**config.mk**
```make
export PLATFORM = sky130hd
export DESIGN_NAME = stopwatch_ctrl_flat
export DESIGN_NICKNAME = d
export VERILOG_FILES = /design/src/rtl/stopwatch_pkg.sv /design/src/rtl/stopwatch_ctrl_if.sv /design/src/rtl/stopwatch_ctrl_key_press.sv /design/src/rtl/stopwatch_ctrl.sv /design/src/flat_wrapper.sv
export SDC_FILE = /design/constraint.sdc
export NUM_CORES = 1
export LEC_CHECK = 0
export ABC_AREA = 1
export CAP_MARGIN = 20
export CELL_PAD_IN_SITES_DETAIL_PLACEMENT = 0
export CELL_PAD_IN_SITES_GLOBAL_PLACEMENT = 1
export CORE_ASPECT_RATIO = 0.5
export CORE_UTILIZATION = 52
export CTS_BUF_LIST = sky130_fd_sc_hd__clkbuf_8
export CTS_CLUSTER_DIAMETER = 30
export DETAILED_ROUTE_END_ITERATION = 8
export DONT_BUFFER_PORTS = 1
export PLACE_DENSITY_LB_ADDON = 0.1
export SYNTH_ARGS = -nofsm -noshare
export SYNTH_HDL_FRONTEND = slang
export SYNTH_SLANG_ARGS = --single-unit
export TNS_END_PERCENT = 10
```
**constraint.sdc**
```tcl
create_clock -name CLOCK_50 -period 3.1 [get_ports CLOCK_50]
set_input_delay 0.62 -clock CLOCK_50 [delete_from_list [all_inputs] [get_ports CLOCK_50]]
set_output_delay 0.62 -clock CLOCK_50 [all_outputs]
set_load 0.01 [all_outputs]
```
**src/rtl/stopwatch_pkg.sv**
```systemverilog
// Shared types and constants for the two-digit BCD stopwatch.
// Holds the controller state enum and the BCD increment helper.
package stopwatch_pkg;

    typedef enum logic [1:0] {
        IDLE  = 2'd0,
        RUN   = 2'd1,
        PAUSE = 2'd2
    } sw_state_t;

    localparam logic [3:0] BCD_MAX = 4'd9;

    // Next value of the {tens, ones} pair; 99 rolls over to 00.
    function automatic logic [7:0] bcd_inc(input logic [3:0] tens, input logic [3:0] ones);
        logic [7:0] nxt;
        if (ones < BCD_MAX) begin
            nxt = {tens, ones + 4'd1};
        end else if (tens < BCD_MAX) begin
            nxt = {tens + 4'd1, 4'd0};
        end else begin
            nxt = 8'd0;
        end
        return nxt;
    endfunction

endpackage

```
**src/rtl/stopwatch_ctrl_if.sv**
```systemverilog
// Board-side signal bundle of the stopwatch: pushbuttons in, digits and status out.
// The slave modport is the stopwatch itself; master is whatever drives the keys.
interface stopwatch_ctrl_if;

    logic [1:0] KEY;
    logic [3:0] bcd_ones;
    logic [3:0] bcd_tens;
    logic       running;
    logic       tick;

    modport master (
        output KEY,
        input  bcd_ones,
        input  bcd_tens,
        input  running,
        input  tick
    );

    modport slave (
        input  KEY,
        output bcd_ones,
        output bcd_tens,
        output running,
        output tick
    );

endinterface

```
**src/rtl/stopwatch_ctrl_key_press.sv**
```systemverilog
// Per-key front end: 2-flop synchronizer, optional debounce, one-cycle press pulse.
// Debouncing is built only when STOPWATCH_DEBOUNCE_EN is defined.
module key_press #(
    parameter int DEBOUNCE_CYC = 1000000
) (
    input  logic CLOCK_50,
    input  logic RESET,
    input  logic key_n,
    output logic press
);

    logic       sync1;
    logic       sync2;
    logic [1:0] valid_q;
    logic       armed;
    logic       level_prev;
    logic       level;

    if (DEBOUNCE_CYC < 1) begin : g_bad_debounce
        $error("key_press: DEBOUNCE_CYC must be at least 1");
    end

    // A press is only honoured once a genuinely sampled released level has been
    // seen, so a key held through reset release cannot fire.
    always_ff @(posedge CLOCK_50 or posedge RESET) begin
        if (RESET) begin
            sync1      <= 1'b1;
            sync2      <= 1'b1;
            valid_q    <= 2'b00;
            armed      <= 1'b0;
            level_prev <= 1'b1;
        end else begin
            sync1      <= key_n;
            sync2      <= sync1;
            valid_q    <= {valid_q[0], 1'b1};
            level_prev <= level;
            if (valid_q[1] && sync2) begin
                armed <= 1'b1;
            end
        end
    end

`ifdef STOPWATCH_DEBOUNCE_EN
    localparam int CW = $clog2(DEBOUNCE_CYC + 1);

    logic [CW-1:0] stable_cnt;
    logic          level_q;

    always_ff @(posedge CLOCK_50 or posedge RESET) begin
        if (RESET) begin
            level_q    <= 1'b1;
            stable_cnt <= '0;
        end else if (sync2 != level_q) begin
            if (stable_cnt == CW'(DEBOUNCE_CYC - 1)) begin
                level_q    <= sync2;
                stable_cnt <= '0;
            end else begin
                stable_cnt <= stable_cnt + 1'b1;
            end
        end else begin
            stable_cnt <= '0;
        end
    end

    assign level = level_q;
`else
    assign level = sync2;
`endif

    assign press = armed & level_prev & ~level;

endmodule

```
**src/rtl/stopwatch_ctrl.sv**
```systemverilog
// Two-digit BCD stopwatch: KEY[0] start/stop, KEY[1] clear, one count per CLK_HZ cycles.
// Define STOPWATCH_DEBOUNCE_EN to debounce the keys over DEBOUNCE_CYC cycles.
module stopwatch_ctrl #(
    parameter int CLK_HZ       = 50000000,
    parameter int DEBOUNCE_CYC = 1000000
) (
    input  logic            CLOCK_50,
    input  logic            RESET,
    stopwatch_ctrl_if.slave sw
);
    import stopwatch_pkg::*;

    localparam int            PW            = (CLK_HZ > 1) ? $clog2(CLK_HZ) : 1;
    localparam logic [PW-1:0] PRESCALE_LAST = PW'(CLK_HZ - 1);

    sw_state_t     state;
    logic [PW-1:0] prescaler;
    logic [3:0]    ones;
    logic [3:0]    tens;
    logic          tick_q;
    logic          start_press;
    logic          clear_press;

    if (CLK_HZ < 1) begin : g_bad_clk
        $error("stopwatch_ctrl: CLK_HZ must be at least 1");
    end

    key_press #(.DEBOUNCE_CYC(DEBOUNCE_CYC)) u_key_start (
        .CLOCK_50 (CLOCK_50),
        .RESET    (RESET),
        .key_n    (sw.KEY[0]),
        .press    (start_press)
    );

    key_press #(.DEBOUNCE_CYC(DEBOUNCE_CYC)) u_key_clear (
        .CLOCK_50 (CLOCK_50),
        .RESET    (RESET),
        .key_n    (sw.KEY[1]),
        .press    (clear_press)
    );

    // Clear wins over start/stop; a start/stop edge freezes the prescaler for that
    // cycle so a pause taken at prescaler=N resumes from exactly N.
    always_ff @(posedge CLOCK_50 or posedge RESET) begin
        if (RESET) begin
            state     <= IDLE;
            prescaler <= '0;
            ones      <= 4'd0;
            tens      <= 4'd0;
            tick_q    <= 1'b0;
        end else begin
            tick_q <= 1'b0;
            if (clear_press) begin
                state     <= IDLE;
                prescaler <= '0;
                ones      <= 4'd0;
                tens      <= 4'd0;
            end else if (start_press) begin
                case (state)
                    IDLE:    state <= RUN;
                    RUN:     state <= PAUSE;
                    PAUSE:   state <= RUN;
                    default: state <= IDLE;
                endcase
            end else if (state == RUN) begin
                if (prescaler == PRESCALE_LAST) begin
                    prescaler    <= '0;
                    tick_q       <= 1'b1;
                    {tens, ones} <= bcd_inc(tens, ones);
                end else begin
                    prescaler <= prescaler + 1'b1;
                end
            end
        end
    end

    assign sw.bcd_ones = ones;
    assign sw.bcd_tens = tens;
    assign sw.tick     = tick_q;
    assign sw.running  = (state == RUN);

endmodule

```
**src/flat_wrapper.sv**
```systemverilog
// flat-port wrapper written by rule: the top's interface ports become plain ports
module stopwatch_ctrl_flat import stopwatch_pkg::*;
#(
    parameter int CLK_HZ       = 50000000,
    parameter int DEBOUNCE_CYC = 1000000
)
  (CLOCK_50, RESET, sw_KEY, sw_bcd_ones, sw_bcd_tens, sw_running, sw_tick);
  stopwatch_ctrl_if sw_i ();
  input  logic CLOCK_50;
  input  logic RESET;
  input wire logic [$bits(sw_i.KEY)-1:0] sw_KEY;
  output wire logic [$bits(sw_i.bcd_ones)-1:0] sw_bcd_ones;
  output wire logic [$bits(sw_i.bcd_tens)-1:0] sw_bcd_tens;
  output wire logic [$bits(sw_i.running)-1:0] sw_running;
  output wire logic [$bits(sw_i.tick)-1:0] sw_tick;
  assign sw_i.KEY = sw_KEY;
  assign sw_bcd_ones = sw_i.bcd_ones;
  assign sw_bcd_tens = sw_i.bcd_tens;
  assign sw_running = sw_i.running;
  assign sw_tick = sw_i.tick;
  stopwatch_ctrl #(.CLK_HZ(CLK_HZ), .DEBOUNCE_CYC(DEBOUNCE_CYC)) u_core (.CLOCK_50(CLOCK_50), .RESET(RESET), .sw(sw_i));
endmodule
```
==> results of run 1 <==
power by group:
group          switching [mW]  leakage [nW]  internal [mW]
logic                   0.122         0.634         0.0645
registers              0.0675         0.613          0.665
clock network           0.216        0.0443          0.161
total                   0.406          1.29          0.891
cells by family (layout without fill, tap and decap cells):
group	Yosys count	after routing	share of synthesized area
simple gates	215	215	0.349
flops	47	47	0.451
buf+inv	47	52	0.0768
xor+xnor	18	18	0.0601
compound gates	15	15	0.0372
fa+ha+maj	5	5	0.0239
other cells	1	1	0.00143
layout make-up:
class / instances / area [um2] / share of cell area
clock buffers: 5 / 68.8 / 0.0248
repair buffers: 1 / 20.0 / 0.00720
well taps: 66 / 82.6 / 0.0297
inverters: 43 / 163 / 0.0585
flip-flops and latches: 47 / 1180 / 0.426
multi-input cells: 254 / 1240 / 0.445
clock inverters: 3 / 25.0 / 0.00900
sequential cells by signal (all words and copies together), names as in the netlist, 2 cells and up:
name and count:
u_core.sw.bcd_ones 4, u_core.prescaler 26, u_core.state 2, u_core.sw.bcd_tens 4
cell usage after synthesis (all sizes together):
cell type / instances / area share
o21ai: 11 / 0.027
clkinv: 1 / 0.0019
dfrtp: 41 / 0.39
nand4: 12 / 0.029
nor3: 5 / 0.0095
inv: 42 / 0.060
nand2: 109 / 0.16
conb: 1 / 0.0014
o31ai: 2 / 0.0057
nor3b: 2 / 0.0057
nand3b: 2 / 0.0057
xnor2: 4 / 0.013
nor2: 65 / 0.10
buf: 4 / 0.015
ha: 5 / 0.024
nand3: 20 / 0.038
dfstp: 6 / 0.060
a21oi: 1 / 0.0019
xor2: 14 / 0.047
a21o: 1 / 0.0029
path summary, 6_finish.rpt:
| check | end | start | slack (ns) |
|---|---|---|---|
| min in group CLOCK_50 | u_core.u_key_clear.sync1 | sw_KEY[1] | 0.30 |
| hold / removal | u_core.state[1] | RESET | 0.13 |
| max in group asynchronous | u_core.u_key_start.level_prev | RESET | 2.44 |
| setup reg to reg | u_core.prescaler[18] | u_core.u_key_clear.level_prev | 1.11 |
| setup / recovery | u_core.prescaler[18] | u_core.u_key_clear.level_prev | 1.11 |
| hold reg to reg | u_core.u_key_start.level | u_core.u_key_start.sync1 | 0.36 |
worst max-delay path: cells and delay by family, from the launching register on:
| family | cells | cell delay [ns] |
|---|---|---|
| simple gates | 5 | 0.98 |
| buf+inv | 2 | 0.36 |
| flops | 1 | 0.53 |
metrics by stage:
step	setup slack [ns]	power [mW]	hold WS [ns]	cell area, um2	instances
finish	1.11	1.30	0.126	2780	419
global route	0.898	1.37	0.130	2780	419
detailed placement	1.13	0.930	0.347	2670	410
CTS	1.11	1.31	0.290	2760	418
global placement	1.19	0.924	0.332	2670	410
floorplan	1.37	0.893	0.331	2620	348
routing by layer:
layer	up-vias	wire, um	track usage
met1	995	2680	0.313
met4	0	40	0.0571
met3	6	291	0.0613
li1	1087	-	-
met2	37	2350	0.361
met5	-	0	0
==> results.txt, run 1 <==
The run finished with clean final reports. The starting density of the core is 0.568. The number of synthesized register bits came out at 47.

The final weighted congestion in routability-driven placement is 0.873. The core region area came out at 0.00462 mm2. The first detailed-routing pass took 4 iterations.

The number of failing hold endpoints at the final stage is 0. The number of gates resized after cts came out at 0. The number of antenna cells inserted is 0.

The net count of the finished layout is 361. The boundary pin count came out at 14. The slowest stage of the critical path is the sky130_fd_sc_hd__dfstp_2 cell. The number of buffer cells added on primary ports came out at 0.

Setup repair after global routing left no endpoint under its margin. The worst hold path belongs to the class input port to async pin. The critical path endpoint category is a register.

The worst-skew pair later-pin latency is 0.30 ns. The number of post-CTS setup repair buffers is 0. Data on the critical path is required at its endpoint by 3.29 ns. The total negative slack came out at 0 ns. The number of nets with antenna violations after routing is 0. Synthesis produced 348 cells. In this run the cell area of the synthesized design comes to 0.00262 mm2. The residual DRC count is 0.

The wire length of the first global-routing pass is 9080 um. The iteration-0 DRC count of the detailed router is 79. The final route contains 2,125 vias. The detailed placer's ending HPWL is 4010 um. In the global route stage, overall resource usage came out at 0.229. The average cell area after synthesis came out at 7.54 um2. Counting along the longest clock path gives a buffer depth of 2. The core occupancy in the finished layout came out at 0.602. Derived from the worst setup path, the maximum achievable clock frequency is 502 MHz. The final global-route overflow total came out at 0. The peak supply drop came out at 276 uV. Leaving out fill and tap cells, the most frequent cell in the layout is sky130_fd_sc_hd__nand2_1.

The number of synthesis warnings is 0. The CTS root buffer is sky130_fd_sc_hd__clkbuf_8. The number of placement rows came out at 17. The via count of the first global-routing pass is 2,019. The critical path goes through nand2_1 -> nor2_2 -> inv_2 -> nand2_2 -> nand2_2 -> clkinv_2 -> nor2_1. The pin slew with the least headroom to its limit came out at 0.503 ns. The area added between synthesis and finish is 6.01%. The total nets after synthesis is 357.

The final number of setup-violating endpoints came out at 0. The die covers 0.00535 mm2. Leaving out fill and tap cells, the most frequent cells in the layout are sky130_fd_sc_hd__nand2_1 (106), sky130_fd_sc_hd__nor2_1 (59), sky130_fd_sc_hd__dfrtp_1 (41).

The count of pins over their slew limit is 0. TritonCTS built the clock tree. Of the synthesized area, sequential elements account for 0.451. The final routed wire length divided by cell count came out at 12.8 um. The number of levels the H-tree was split into is 2.

The count of different cell masters after synthesis came out at 27. The headroom to the max-slew limit is 0.664. The share of cells above drive strength 1 is 0.105. The vias per cell came out at 5.07. The total leakage power is 1.29 nW. The pin count of the biggest net entering global routing came out at 48.

The initial antenna violation count is 0. Clock-pin slew was measured on the worst setup and hold paths at 0.09 ns. The setup path with the least slack is of type register to register. Measured along the x axis, the die boundary spans 102 um. In this run the power density over the cells is 466 mW/mm2. The final critical-path share of the clock period is 0.642.

The endpoint arrival time on the critical path is 2.18 ns. The max-capacitance violation count came out at 0. The vertical die dimension came out at 52.2 um. The filler cells instantiated in the layout total 426. TritonCTS created 5 clock buffers. The type of element launching the critical path is a register.

The clock sink count came out at 47. The highest net fanout along the worst path is 28. The stage delay of the slowest cell on the critical path came out at 0.53 ns. In this run, post-CTS hold repair placed 0 buffers.

In this design, the critical path's most frequently occurring cell is sky130_fd_sc_hd__nand2_2. The worst path in the final design needs a cycle of 1.99 ns, including I/O delays and setup. The final layout contains routed wiring with a total length of 5370 um. The final clock skew is 0.00809 ns. The number of cells on the worst reg-to-reg path is 7.
(Power assumes the default switching activity.)
==> run 2, diff against run 1 <==
Settings changed: CORE_UTILIZATION 52 to 49.
Clock period 3.1 ns to 1.9 ns, I/O delays scaled along.
==> run 2 against run 1 <==
  * Register-to-register slack lost 0.93 ns
  * Largest cell class unchanged
  * Clock skew decreased by 0.0011 ns
  * Global-route usage down 0.75 points
==> results.txt, run 2 (same netlist as run 1, synthesis figures left out) <==
The detailed placer's ending HPWL was 4030 um (+0.38%). The number of placement rows is 18 (+1). Setup repair after global routing left no endpoint under its margin. The net switching power figure is 0.672 mW (+66%). The final worst-path setup slack came out at 0.183 ns (-0.927 ns). The final critical-path required period is 1.72 ns (-0.273 ns). The final global-route overflow total came out at 0 (unchanged). The register-to-register path setup slack came out at 0.18 ns (-0.93 ns). The net switching share of the total power came out at 0.293 (-0.0202).

The final clock skew came out at 0.00704 ns (-0.00105 ns). The worst register-to-register path begins at u_core.prescaler[0]. The number of buffer cells added on primary ports came out at 0 (unchanged). The type of the tightest min-delay check is input port to register. The iteration-0 DRC count of the detailed router came out at 95 (+20%). The clock buffer count from CTS came to 5 (unchanged).

The wire length of the first global-routing pass was 9610 um (+5.8%). The total negative slack is 0 ns (unchanged). The highest clock frequency the design can meet came out at 582 MHz (+16%). The endpoint arrival time on the critical path came out at 1.93 ns (-0.25 ns).

The flip-flop count of the largest register, all copies and words added is 26 (unchanged). The width of the chip is 105 um (+3.0%). The minimum setup slack after placement came out at 0.142 ns (-0.989 ns). The total internal power is 1.62 mW (+82%).

The terminus of the critical flop-to-flop path is u_core.prescaler[12]. The count of pins over their slew limit came to 0 (unchanged). The flow ran to the end, and the final reports show no timing, DRC or antenna violations. The via count of the first global-routing pass is 2,045 (+1.3%). The core region area came out at 0.00504 mm2 (+9.3%). The worst setup path is launched from a register. The number of cells on the worst reg-to-reg path came out at 10 (+3). The pin count of the biggest net entering global routing came out at 48 (unchanged).

The total leakage power is 1.33 nW (+3.4%). Leaving out fill and tap cells, the most frequent cell in the layout is sky130_fd_sc_hd__nand2_1. The clock sink count is 47 (unchanged). The share of cells above drive strength 1 came out at 0.125 (+0.0202). The initial antenna violation count was 0 (unchanged). The all-layer global routing usage is 0.221 (-0.00755). The number of nets with antenna violations after routing is 0 (unchanged). The starting density of the core is 0.520 (-0.0483). The residual DRC count came to 0 (unchanged).

The pin slew with the least headroom to its limit came out at 0.592 ns (+0.0897 ns). The worst-skew pair later-pin latency came out at 0.30 ns (about the same). The final number of setup-violating endpoints came to 0 (unchanged). The final critical-path share of the clock period was 0.904 (+0.262). TritonCTS built the clock tree.

The most critical setup path has its endpoint at u_core.prescaler[12]. The max-capacitance violation count is 0 (unchanged). The vias per cell was 5.06 (-0.31%).

The number of antenna cells inserted came out at 0 (unchanged). The full die area came to 0.00567 mm2 (+5.9%). The share of total power in combinational logic came to 0.155 (+0.011). CTS placed an instance of sky130_fd_sc_hd__clkbuf_8 at the clock tree root.

The maximum buffer depth of the clock tree is 2 (unchanged). The number of failing hold endpoints at the final stage is 0 (unchanged). The boundary pin count is 14 (unchanged). The relative contribution of the clock network to total power is 0.325 (+0.034). The category of the critical setup timing path is register to register. The power density normalized to cell area is 802 mW/mm2 (+72%). The final net count came to 368 (+1.9%). The total iterations of the first detailed-routing run came out at 4 (unchanged). The total placed instance area came out at 0.00274 mm2 (+2.6%). The total wire length is 5340 um (-0.65%).

The critical path endpoint category is a register. The final weighted congestion in routability-driven placement came out at 0.789 (-9.5%). The via count of the routed design was 2,174 (+2.3%). The vertical die dimension is 53.7 um (+2.9%). The number of levels the H-tree was split into is 2 (unchanged). The launching instance or port of the critical path is u_core.prescaler[0]. The headroom to the max-slew limit came out at 0.605 (-0.0586). The library cells used most frequently in the layout, excluding fill and tap cells, are sky130_fd_sc_hd__nand2_1 (106), sky130_fd_sc_hd__nor2_1 (59), sky130_fd_sc_hd__dfrtp_1 (40). The peak supply drop is 514 uV (+86%).

The final design area excluding fillers came to 0.00286 mm2 (+2.9%). The required time of the critical path came out at 2.12 ns (-1.17 ns). The highest net fanout along the worst path is 15 (-46%). The area added between synthesis and finish is 9.06%. The final routed wire length divided by cell count came out at 12.4 um (-3.2%).

The clock transition at the registers of the reported paths is 0.09 ns (about the same). The most flop-heavy register is u_core.prescaler. The part of the power in registers came out at 0.520 (-0.045).
[run 2: changes by cell type in the layout (fill, tap and decap cells not counted)]
cell and change:
sky130_fd_sc_hd__buf_4 +7, sky130_fd_sc_hd__inv_6 +1, sky130_fd_sc_hd__clkinv_4 -2, sky130_fd_sc_hd__bufinv_16 +1, sky130_fd_sc_hd__dfrtp_1 -1, sky130_fd_sc_hd__dfrtp_2 +1
[run 2: how the worst min path moves through the flow]
| stage | startpoint | to | slack (ns) | depth (start not counted) |
|---|---|---|---|---|
| 2_1_floorplan | u_core.u_key_start.valid_q[0] | u_core.u_key_clear.valid_q[1] | 0.33 | 0 |
| 3_3_place_gp | u_core.u_key_start.valid_q[0] | u_core.u_key_clear.valid_q[1] | 0.33 | 0 |
| 3_5_place_dp | u_core.u_key_start.valid_q[0] | u_core.u_key_clear.valid_q[1] | 0.34 | 0 |
| 4_1_cts | sw_KEY[0] | u_core.u_key_start.sync1 | 0.06 | 0 |
| 5_1_grt | sw_KEY[0] | u_core.u_key_start.sync1 | 0.04 | 0 |
| 6_report | sw_KEY[0] | u_core.u_key_start.sync1 | 0.07 | 0 |
[run 2: layout make-up]
cell class                      count  area [um2]
Inverter                           43         163
Tap cell                           70        87.6
Multi-Input combinational cell    254        1240
Fill cell                         510        2180
Clock inverter                      3        46.3
Timing Repair Buffer                8        72.6
Sequential cell                    47        1180
Clock buffer                        5        68.8
[run 2: worst max-delay path: stages (launching register included)]
cell and delay [ns]:
sky130_fd_sc_hd__dfrtp_2 0.44, sky130_fd_sc_hd__ha_1 0.22, sky130_fd_sc_hd__inv_1 0.09, sky130_fd_sc_hd__nor2_4 0.06, sky130_fd_sc_hd__nand2_1 0.08, sky130_fd_sc_hd__nor2_1 0.05
sky130_fd_sc_hd__nand2_1 0.08, sky130_fd_sc_hd__nand2_2 0.10, sky130_fd_sc_hd__nand2_2 0.11, sky130_fd_sc_hd__clkinv_2 0.22, sky130_fd_sc_hd__nor2_1 0.19
[run 2: stage by stage]
stage | hold slack (ns) | utilization | power [mW] | cells
2_1_floorplan | 0.331 | - | 1.46 | 348
3_3_place_gp | 0.333 | 0.542 | 1.54 | 421
3_5_place_dp | 0.336 | 0.542 | 1.56 | 421
4_1_cts | 0.0561 | 0.565 | 2.31 | 429
5_1_grt | 0.0427 | 0.567 | 2.45 | 430
6_report | 0.0714 | 0.567 | 2.30 | 430
[run 2: timing repair]
| item | in CTS | in global routing |
|---|---|---|
| buffers inserted | 0 | 1 |
| endpoints found under the setup margin | 0 | 20 |
| hold buffers | 0 | 0 |
| gates resized for setup | 0 | 1 |
[run 2: metal layers]
layer | wire length [um] | GRT usage | part of all wire
met3 | 169 | 0.0521 | 0.032
met2 | 2310 | 0.360 | 0.43
met5 | 0 | 0 | 0
met1 | 2850 | 0.309 | 0.53
met4 | 10 | 0.0376 | 0.0019
[run 2: power groups by stage]
| stage | sequential [mW] | combinational (mW) | clock, mW |
|---|---|---|---|
| after floorplan | 1.19 | 0.266 | 0 |
| after global placement | 1.22 | 0.328 | 0 |
| final | 1.19 | 0.356 | 0.745 |
| after global routing | 1.21 | 0.423 | 0.813 |
| after CTS | 1.20 | 0.339 | 0.771 |
| after detailed placement | 1.22 | 0.341 | 0 |
==> run 3, diff against run 2 <==
Settings changed: CAP_MARGIN 20 to 25.
==> results of run 3 <==
The final DEF is identical to that of run 2; final timing and power are the same.
